==> src/rtl/mxv_stream_engine_pkg.sv <==
// Shared defaults, element/accumulator types and FSM encoding for the
// matrix-vector stream engine.
package mxv_stream_engine_pkg;

  localparam int MXV_DW    = 8;
  localparam int MXV_MAX_N = 8;
  localparam int MXV_LANES = 2;
  localparam int MXV_ACC_W = 2 * MXV_DW + $clog2(MXV_MAX_N);

  typedef logic [MXV_DW-1:0]    elem_t;
  typedef logic [MXV_ACC_W-1:0] acc_t;

  typedef enum logic [1:0] {
    LOAD,
    MAC,
    DRAIN
  } mxv_state_t;

endpackage

==> src/rtl/mxv_stream_engine_lane.sv <==
// One unsigned multiply-accumulator. While en is high it adds a*b each cycle.
// clr restarts the sum from this cycle's product.
module mxv_stream_engine_lane #(
  parameter int DW    = 8,
  parameter int ACC_W = 19
) (
  input  logic             clk,
  input  logic             rst,
  input  logic             clr,
  input  logic             en,
  input  logic [DW-1:0]    a,
  input  logic [DW-1:0]    b,
  output logic [ACC_W-1:0] acc
);

  logic [2*DW-1:0] prod;

  assign prod = a * b;

  always_ff @(posedge clk) begin
    if (rst)     acc <= '0;
    else if (en) acc <= (clr ? '0 : acc) + ACC_W'(prod);
  end

endmodule

==> src/rtl/mxv_stream_engine.sv <==
// Matrix-vector engine: loads A (row-major) and B, computes LANES rows per
// group in N MAC cycles, then streams y[] out in row order.
//   state | meaning
//   LOAD  | accepting A/B elements, N may be reconfigured while empty
//   MAC   | N accumulate cycles for the current row group
//   DRAIN | presenting the group's enabled lane results one by one
module mxv_stream_engine
  import mxv_stream_engine_pkg::*;
#(
  parameter  int DW    = MXV_DW,
  parameter  int MAX_N = MXV_MAX_N,
  parameter  int LANES = MXV_LANES,
  localparam int NW    = $clog2(MAX_N + 1),
  localparam int ACC_W = 2 * DW + $clog2(MAX_N)
) (
  input  logic             clk,
  input  logic             rst,
  input  logic [NW-1:0]    n_in,
  input  logic             n_load,
  input  logic             a_valid,
  output logic             a_ready,
  input  logic [DW-1:0]    a_data,
  input  logic             b_valid,
  output logic             b_ready,
  input  logic [DW-1:0]    b_data,
  input  logic             b_keep,
  input  logic             clear,
  output logic             res_valid,
  input  logic             res_ready,
  output logic [ACC_W-1:0] res_data,
  output logic             res_last,
  output logic             busy,
  output logic             a_full,
  output logic             b_full,
  output logic             cfg_err
);

  localparam int CW  = $clog2(MAX_N * MAX_N + 1);
  localparam int IW  = CW + 1;
  localparam int AIW = $clog2(MAX_N * MAX_N);
  localparam int BIW = $clog2(MAX_N);
  localparam int LW  = (LANES > 1) ? $clog2(LANES) : 1;

  mxv_state_t       state_q, state_d;
  logic [NW-1:0]    n_q, n_nxt, k_q;
  logic [CW-1:0]    a_cnt, a_cnt_nxt, n_sq;
  logic [NW-1:0]    b_cnt, b_cnt_nxt;
  logic [IW-1:0]    row_q;
  logic [LW-1:0]    d_q;
  logic             cfg_err_q;
  logic             rst_all, a_fire, b_fire, cfg_win, n_ok, start;
  logic             drain, grp_last, mac_done;
  logic [DW-1:0]    a_mem [MAX_N*MAX_N];
  logic [DW-1:0]    b_mem [MAX_N];
  logic [DW-1:0]    b_op;
  logic [ACC_W-1:0] acc [LANES];

  assign rst_all   = rst || clear;
  assign n_sq      = CW'(n_q) * CW'(n_q);
  assign a_full    = (a_cnt == n_sq);
  assign b_full    = (b_cnt == n_q);
  assign a_ready   = (state_q == LOAD) && !a_full;
  assign b_ready   = (state_q == LOAD) && !b_full;
  assign a_fire    = a_valid && a_ready;
  assign b_fire    = b_valid && b_ready;
  assign cfg_err   = cfg_err_q;
  assign busy      = (state_q != LOAD);

  assign cfg_win   = n_load && (state_q == LOAD) && (a_cnt == '0) && (b_cnt == '0);
  assign n_ok      = (n_in != '0) && (n_in <= NW'(MAX_N));
  assign n_nxt     = (cfg_win && n_ok) ? n_in : n_q;
  assign a_cnt_nxt = a_cnt + CW'(a_fire);
  assign b_cnt_nxt = b_cnt + NW'(b_fire);
  // Look ahead one cycle so MAC begins right after the completing element.
  assign start     = (a_cnt_nxt == CW'(n_nxt) * CW'(n_nxt)) && (b_cnt_nxt == n_nxt);
  assign mac_done  = (k_q == n_q - NW'(1));

  assign drain     = (state_q == DRAIN);
  assign res_valid = drain;
  assign res_data  = drain ? acc[d_q] : '0;
  assign res_last  = drain && ((row_q + IW'(d_q)) == IW'(n_q) - IW'(1));
  assign grp_last  = (d_q == LW'(LANES - 1)) || res_last;
  assign b_op      = b_mem[k_q[BIW-1:0]];

  always_ff @(posedge clk) begin
    if (a_fire) a_mem[a_cnt[AIW-1:0]] <= a_data;
    if (b_fire) b_mem[b_cnt[BIW-1:0]] <= b_data;
  end

  for (genvar l = 0; l < LANES; l++) begin : g_lane
    logic [IW-1:0] row;
    logic          row_en;
    logic [DW-1:0] a_op;

    assign row    = row_q + IW'(l);
    assign row_en = (row < IW'(n_q));
    // Rows past N feed zero; their results are never presented.
    assign a_op   = row_en ? a_mem[AIW'(row * IW'(n_q) + IW'(k_q))] : '0;

    mxv_stream_engine_lane #(.DW(DW), .ACC_W(ACC_W)) u_lane (
      .clk (clk),
      .rst (rst_all),
      .clr (k_q == '0),
      .en  (state_q == MAC),
      .a   (a_op),
      .b   (b_op),
      .acc (acc[l])
    );
  end

  always_comb begin
    state_d = state_q;
    case (state_q)
      LOAD:    if (start) state_d = MAC;
      MAC:     if (mac_done) state_d = DRAIN;
      DRAIN:   if (res_ready && grp_last) state_d = res_last ? LOAD : MAC;
      default: state_d = LOAD;
    endcase
  end

  always_ff @(posedge clk) begin
    if (rst_all) begin
      state_q   <= LOAD;
      n_q       <= NW'(MAX_N);
      a_cnt     <= '0;
      b_cnt     <= '0;
      k_q       <= '0;
      row_q     <= '0;
      d_q       <= '0;
      cfg_err_q <= 1'b0;
    end else begin
      state_q <= state_d;
      if (cfg_win) begin
        if (n_ok) n_q <= n_in;
        else      cfg_err_q <= 1'b1;
      end
      case (state_q)
        LOAD: begin
          a_cnt <= a_cnt_nxt;
          b_cnt <= b_cnt_nxt;
          k_q   <= '0;
          row_q <= '0;
          d_q   <= '0;
        end
        MAC: k_q <= mac_done ? '0 : k_q + NW'(1);
        DRAIN: begin
          if (res_ready) begin
            if (grp_last) begin
              d_q   <= '0;
              row_q <= row_q + IW'(LANES);
              if (res_last) begin
                a_cnt <= '0;
                if (!b_keep) b_cnt <= '0;
              end
            end else begin
              d_q <= d_q + LW'(1);
            end
          end
        end
        default: ;
      endcase
    end
  end

endmodule

==> config.mk <==
export PLATFORM = sky130hd
export DESIGN_NAME = mxv_stream_engine
export DESIGN_NICKNAME = d
export VERILOG_FILES = /design/src/rtl/mxv_stream_engine_pkg.sv /design/src/rtl/mxv_stream_engine_lane.sv /design/src/rtl/mxv_stream_engine.sv
export SDC_FILE = /design/constraint.sdc
export NUM_CORES = 1
export LEC_CHECK = 0
export ABC_AREA = 1
export CAP_MARGIN = 20
export CORE_UTILIZATION = 30
export CTS_CLUSTER_DIAMETER = 100
export DETAILED_ROUTE_END_ITERATION = 6
export GPL_TIMING_DRIVEN = 1
export MAX_ROUTING_LAYER = met4
export PLACE_DENSITY = 0.46
export RECOVER_POWER = 100
export SYNTH_ARGS = -nofsm -noshare
export SYNTH_HDL_FRONTEND = slang
export SYNTH_HIERARCHICAL = 1
export SYNTH_SLANG_ARGS = --single-unit
==> constraint.sdc <==
create_clock -name clk -period 11.4 [get_ports clk]
set_clock_uncertainty 0.15 [all_clocks]
set_input_delay 3.42 -clock clk [delete_from_list [all_inputs] [get_ports clk]]
set_output_delay 3.42 -clock clk [all_outputs]
set_load 0.05 [all_outputs]
======== Word-level counts from Yosys, hierarchy flattened ========
Memory sizes are Yosys's and may differ from the RTL's. A register that Yosys moved wholly into a read port is not among the register bits.
Index checks and enable logic that the tools add are counted.
W data, S select, Z words.
word-level totals
  register bits after elaboration ......... 69
  memory bits (writable) .................. 576
  input bits .............................. 28
  output and inout port bits .............. 27
  memories kept ........................... 2
memory list
  name   words  bits a word  rd ports  clocked after memory_dff  write ports  line                     RTL
  a_mem  64     8            2         0                         1            mxv_stream_engine.sv:53  logic [DW-1:0] a_mem [MAX_N*MAX_N];
  b_mem  8      8            1         1                         1            mxv_stream_engine.sv:54  logic [DW-1:0] b_mem [MAX_N];
operators by class
  add/subtract/negate cells ............... 13
  multipliers ............................. 6
  $lt $le $gt $ge ......................... 4
  eq/ne operators ......................... 15
  mux-type cells .......................... 37
  bitwise operators ....................... 2
  reduce and logical (&&, ||, !) cells .... 31
operator list
  cell                   count
  $mux W19               6
  $add A19 B16 Y19       2
  $mul A8 B8 Y16         2
  $mux W8                4
  $mux W4                6
  $mux W7                3
  $lt A8 B4 Y1           2
  $mul A8 B4 Y6          2
  $pmux W4 S2            2
  $pmux W8 S2            1
  $eq A7 B7 Y1           2
  $mul A4 B4 Y7          2
  $pmux W7 S2            1
  $add A6 B4 Y6          2
  $eq A4 B4 Y1           3
  $logic_and A1 B1 Y1    12
  $ne A2 B2 Y1 const B   5
  $add A8 B1 Y8          1
  $add A8 B1 Y8 const B  1
  $add A8 B2 Y8 const B  1
  $eq A8 B8 Y1           1
  $logic_not A4 Y1       2
  $add A7 B1 Y7          1
  $logic_not A7 Y1       1
  26 further kinds       43

======== Longest topological paths before layout ========
  depth in word-level cells ............... 11
  gate-level depth with buffers ........... 41

======== Modules after synthesis ========
The synthesis kept the hierarchy.
by module, submodules not included
  module                                      instances  cells each  area each (um2)  sequential area each (um2)
  mxv_stream_engine                           1          3459        31794.2          17957.2
  mxv_stream_engine_lane at g_lane[1].u_lane  1          583         3833.7           380.4
  mxv_stream_engine_lane at g_lane[0].u_lane  1          576         3796.1           380.4

======== Worst setup path before layout ========
OpenSTA, ideal clock, no wires.
  kind .................................... reg-to-reg
  start ................................... register n_q[1]
  end ..................................... register g_lane[1].u_lane.acc[17]
  setup time .............................. 109 ps
  data arrival time ....................... 6999 ps
  data required time ...................... 11141 ps
  path slack .............................. 4142 ps
  stages on the path, launching flop included .. 38
  clock period less this slack ............ 7258 ps
  cell sequence ........................... dfxtp_1 > buf_2 > nand2_1 > inv_1 > fa_1 > inv_1 > fa_1 > fa_1 > inv_1 > ha_1 > xnor2_1 > inv_1 > clkbuf_1 > nand3_1 > o21ai_0 > o21ai_0 > nor2_1 > nor3_1 > [2 not listed] > fa_1 > inv_1 > fa_1 > fa_1 > inv_1 > fa_1 > inv_1 > ha_1 > nand2_1 > inv_1 > nand2_1 > nand3_2 > nand2_1 > nand2_1 > nand2_1 > nand3_1 > nand2_1 > inv_1
on the way
  cells in the longest elaborated chain, start to end .. 6
  elaborated cells on any way between the ends .. 7
  classes of those cells .................. 2 x add/sub; 2 x mul; 1 x order compare; 1 x mux; 1 x memory
RTL lines
  what                      line                          RTL
  start: declaration        mxv_stream_engine.sv:45       logic [NW-1:0] n_q, n_nxt, k_q;
  start signal: assignment  mxv_stream_engine.sv:124      n_q <= NW'(MAX_N);
  start signal: assignment  mxv_stream_engine.sv:134      if (n_ok) n_q <= n_in;
  $mul A8 B4 Y6             mxv_stream_engine.sv:98       assign a_op = row_en ? a_mem[AIW'(row * IW'(n_q) + IW'(k_q))] : '0;
  $add A6 B4 Y6             mxv_stream_engine.sv:98
  $mem_v2 Z64 W8            --
  $mux W8 *                 mxv_stream_engine.sv:98
  via g_lane[1].a_op[7]     mxv_stream_engine.sv:93       logic [DW-1:0] a_op;
  $mul A8 B8 Y16 *          mxv_stream_engine_lane.sv:18  assign prod = a * b;
  $add A19 B16 Y19 *        mxv_stream_engine_lane.sv:22  else if (en) acc <= (clr ? '0 : acc) + ACC_W'(prod);
  end signal: assignment    mxv_stream_engine_lane.sv:22
  end: declaration          mxv_stream_engine_lane.sv:13  output logic [ACC_W-1:0] acc
Mark *: on every way through the listed nets, which the timed path passes. The rest lies on a longest branch.
A chain may end at the register's enable or synchronous reset.

======== Worst setup path after layout ========
Same ends and word-level chain as after synthesis.

==> flow_summary_export.csv <==
group,metric,value,unit
run_status,status,"finished, violations left",
run_status,violations,"max-capacitance violations, max-slew violations",
hold_path,hp-start,"g_lane[1].u_lane/acc[0]",
place,io_buffer_count,54,
timing,max_freq,98.9,MHz
place,hpwl,85000,um
setup_path,crit_slowest_cell,"fa_1",
cells_and_area,areaGrowthSynthToFinish,11.7,%
die,rows,132,
clock_tree,numCtsBuffers,76,
drt,final_antenna_net_count,0,
global_routing,grt_start_max_net_pins,156,
clock_tree,cts-hold-fix-buffers,0,
place,routabilityCongestion,0.857,
clock_tree,insertion_delay,660,ps
setup_path,reg2reg_to,"g_lane[1].u_lane/acc[17]",
die,coreArea,0.130,mm^2
synthesis,yosysWarnings,6,
timing,finalSetupViolCount,0,
drt,drt_wl_total,135000,um
timing,final-hold-violation-count,0,
setup_path,rr_startpoint,"n_q[1]",
cells_and_area,num-nets-final,4808,
timing,max_slew_margin,-154,%
setup_path,required,11770,ps
synthesis,syn_area,0.0394,mm^2
global_routing,grt_pass1_wl,203000,um
setup_path,crit_path_max_fanout,33,
die,initial_core_util,30.3,%
global_routing,grt_pass1_vias,31300,
timing,tns,0,ps
power_and_ir_drop,ir_worst_vdd,0.0000968,V
clock_tree,root_buffer,"clkbuf_16",
synthesis,ys_ff_latch,647,
setup_path,path_class,"reg -> reg",
setup_path,critPathMaxStageDelay,1700,ps
drt,drt-initial-drc-count,2919,
setup_path,crit_path_end_kind,"flop",
die,dieArea,0.133,mm^2
cells_and_area,layout_commonest_cell,"nand2_1",
timing,finalCriticalPeriod,10110,ps
synthesis,avgSynthCellArea,8.54,um^2
drt,drtPass1Iterations,6,
cells_and_area,utilization,33.9,%
die,die_y,365,um
setup_path,reg2regPathDepth,33,
timing,rsz0062_at_grt,"no",
hold_path,holdPathEnd,"g_lane[1].u_lane/acc[0]",
synthesis,netlist_instances,4618,
global_routing,track_usage,20.8,%
clock_tree,clk_pin_slew,60,ps
cells_and_area,drive_gt1_share,4.83,%
clock_tree,cts-resized-gates,0,
clock_tree,post_cts_buffers,0,
die,pin_count,55,
clock_tree,cts_tree,"done",
power_and_ir_drop,leakagePower,18.2,nW
drt,wl_per_cell,21.3,um
cells_and_area,layout_common_cells,"nand2_1, inv_1, edfxtp_1",
synthesis,synthesis.nets,4888,
power_and_ir_drop,power.density,149,mW/mm^2
setup_path,r2r_slack,1290,ps
timing,fin_crit_sh,88.7,%
timing,tightestPinTransition,3810,ps
timing,setup_slack,1290,ps
place,pre_cts_slack,2050,ps
job,max-cap-violations,10,
timing,slew_viol_final,596,
power_and_ir_drop,report.power.total,6.58,mW
drt,avgViaCountPerCell,5.11,
place,placed_area,0.0417,mm^2
clock_tree,h-tree-depth,3,
cells_and_area,design_area,0.0440,mm^2
die,die_x,365,um
setup_path,crit_arrival,10480,ps
global_routing,gr-total-overflow,0,
hold_path,worstHoldPathCells,2,
synthesis,synth_seq_area_share,47.5,%
synthesis,ys_types,54,
hold_path,min_path_type,"reg -> reg",
drt,vias,32367,
drt,route.detailed.drc,0,
clock_tree,clock-sinks,647,
clock_tree,max-clock-path-buffers,3,
global_routing,antenna_found_initial,1,
setup_path,critPathLaunchType,"flop",
cells_and_area,num_antenna_cells,0,
[logic make-up after synthesis]
logic type	Yosys count	synth area share [%]
AO/OA/AOI/OAI	1156	15.8
AND/OR/NAND/NOR	1580	16.5
other	1	0.00951
buffers and inverters	944	9.23
adder cells (fa/ha/maj)	242	9.85
XOR/XNOR	48	1.10
flip-flops	647	47.5
[worst max-delay path: cells and delay by family, from the launching register on]
family	cells	cell delay, ps
AO/OA/AOI/OAI	2	340
adder cells (fa/ha/maj)	10	5270
buffers and inverters	8	1960
flip-flops	1	660
AND/OR/NAND/NOR	13	1540
[where the power goes]
group | switching (mW) | internal (mW)
clock | 1.05 | 1.40
combinational | 1.01 | 0.517
sequential | 0.00604 | 2.59
[stage by stage]
stage | hold WS [ps] | std cells
floorplan | 300 | 4618
global placement | 317 | 6193
detailed placement | 319 | 6200
CTS | 327 | 6335
global route | 356 | 6337
finish | 323 | 6337
[area by class of cell]
cell class | instances | area (um^2)
Clock buffer | 96 | 2060
Clock inverter | 39 | 383
Fill cell | 13496 | 86000
Inverter | 656 | 2480
Multi-Input combinational cell | 3027 | 17100
Sequential cell | 647 | 18700
Tap cell | 1742 | 2180
Timing Repair Buffer | 130 | 1100
[per-layer routing]
layer  wire, um  share of wire, %  GRT usage (%)
met5          0                 0              -
met4       3530               2.6           6.13
met3       8320               6.2           2.87
met2      62100                46           32.8
met1      61300                45           27.9
[worst max path at each step]
stage,from,to,cells past startpoint
after detailed placement,n_q[0],g_lane[0].u_lane/acc[16],32
after CTS,n_q[0],g_lane[0].u_lane/acc[16],32
after floorplan,n_q[1],g_lane[1].u_lane/acc[17],37
final,n_q[1],g_lane[1].u_lane/acc[17],33
after global routing,n_q[1],g_lane[1].u_lane/acc[17],34
after global placement,n_q[1],g_lane[1].u_lane/acc[17],33
[sequential cells by signal, indices dropped and copies added, names as in the netlist, named ones only]
name	cells
a_mem	512
b_mem	64
g_lane.u_lane/acc	38
a_cnt	7
row_q	7
b_cnt	4
k_q	4
n_q	4
state_q	2
cfg_err	1
d_q	1
[cell usage after synthesis, drive strengths merged]
master | count | area (um^2)
a211oi | 32 | 240
a21boi | 3 | 22.5
a21oi | 576 | 2890
a221oi | 1 | 8.76
a22oi | 1 | 7.51
a31oi | 27 | 169
and2 | 3 | 18.8
and2b | 1 | 7.51
and3 | 1 | 6.26
buf | 78 | 387
clkbuf | 210 | 788
clkinv | 8 | 30.0
conb | 1 | 3.75
dfxtp | 71 | 1420
edfxtp | 576 | 17300
fa | 114 | 2280
ha | 128 | 1600
inv | 648 | 2430
nand2 | 930 | 3530
nand3 | 290 | 1470
nand3b | 4 | 30.0
nand4 | 17 | 106
nor2 | 308 | 1190
nor3 | 18 | 95.1
nor3b | 1 | 7.51
nor4 | 2 | 12.5
o2111ai | 1 | 8.76
o211ai | 67 | 503
o21a | 3 | 22.5
o21ai | 395 | 1980
o21bai | 5 | 41.3
o221ai | 14 | 123
o22ai | 11 | 68.8
o311ai | 15 | 131
o31ai | 5 | 37.5
or2 | 5 | 31.3
xnor2 | 15 | 139
xor2 | 33 | 297
Power figures use the tool's default switching activity.
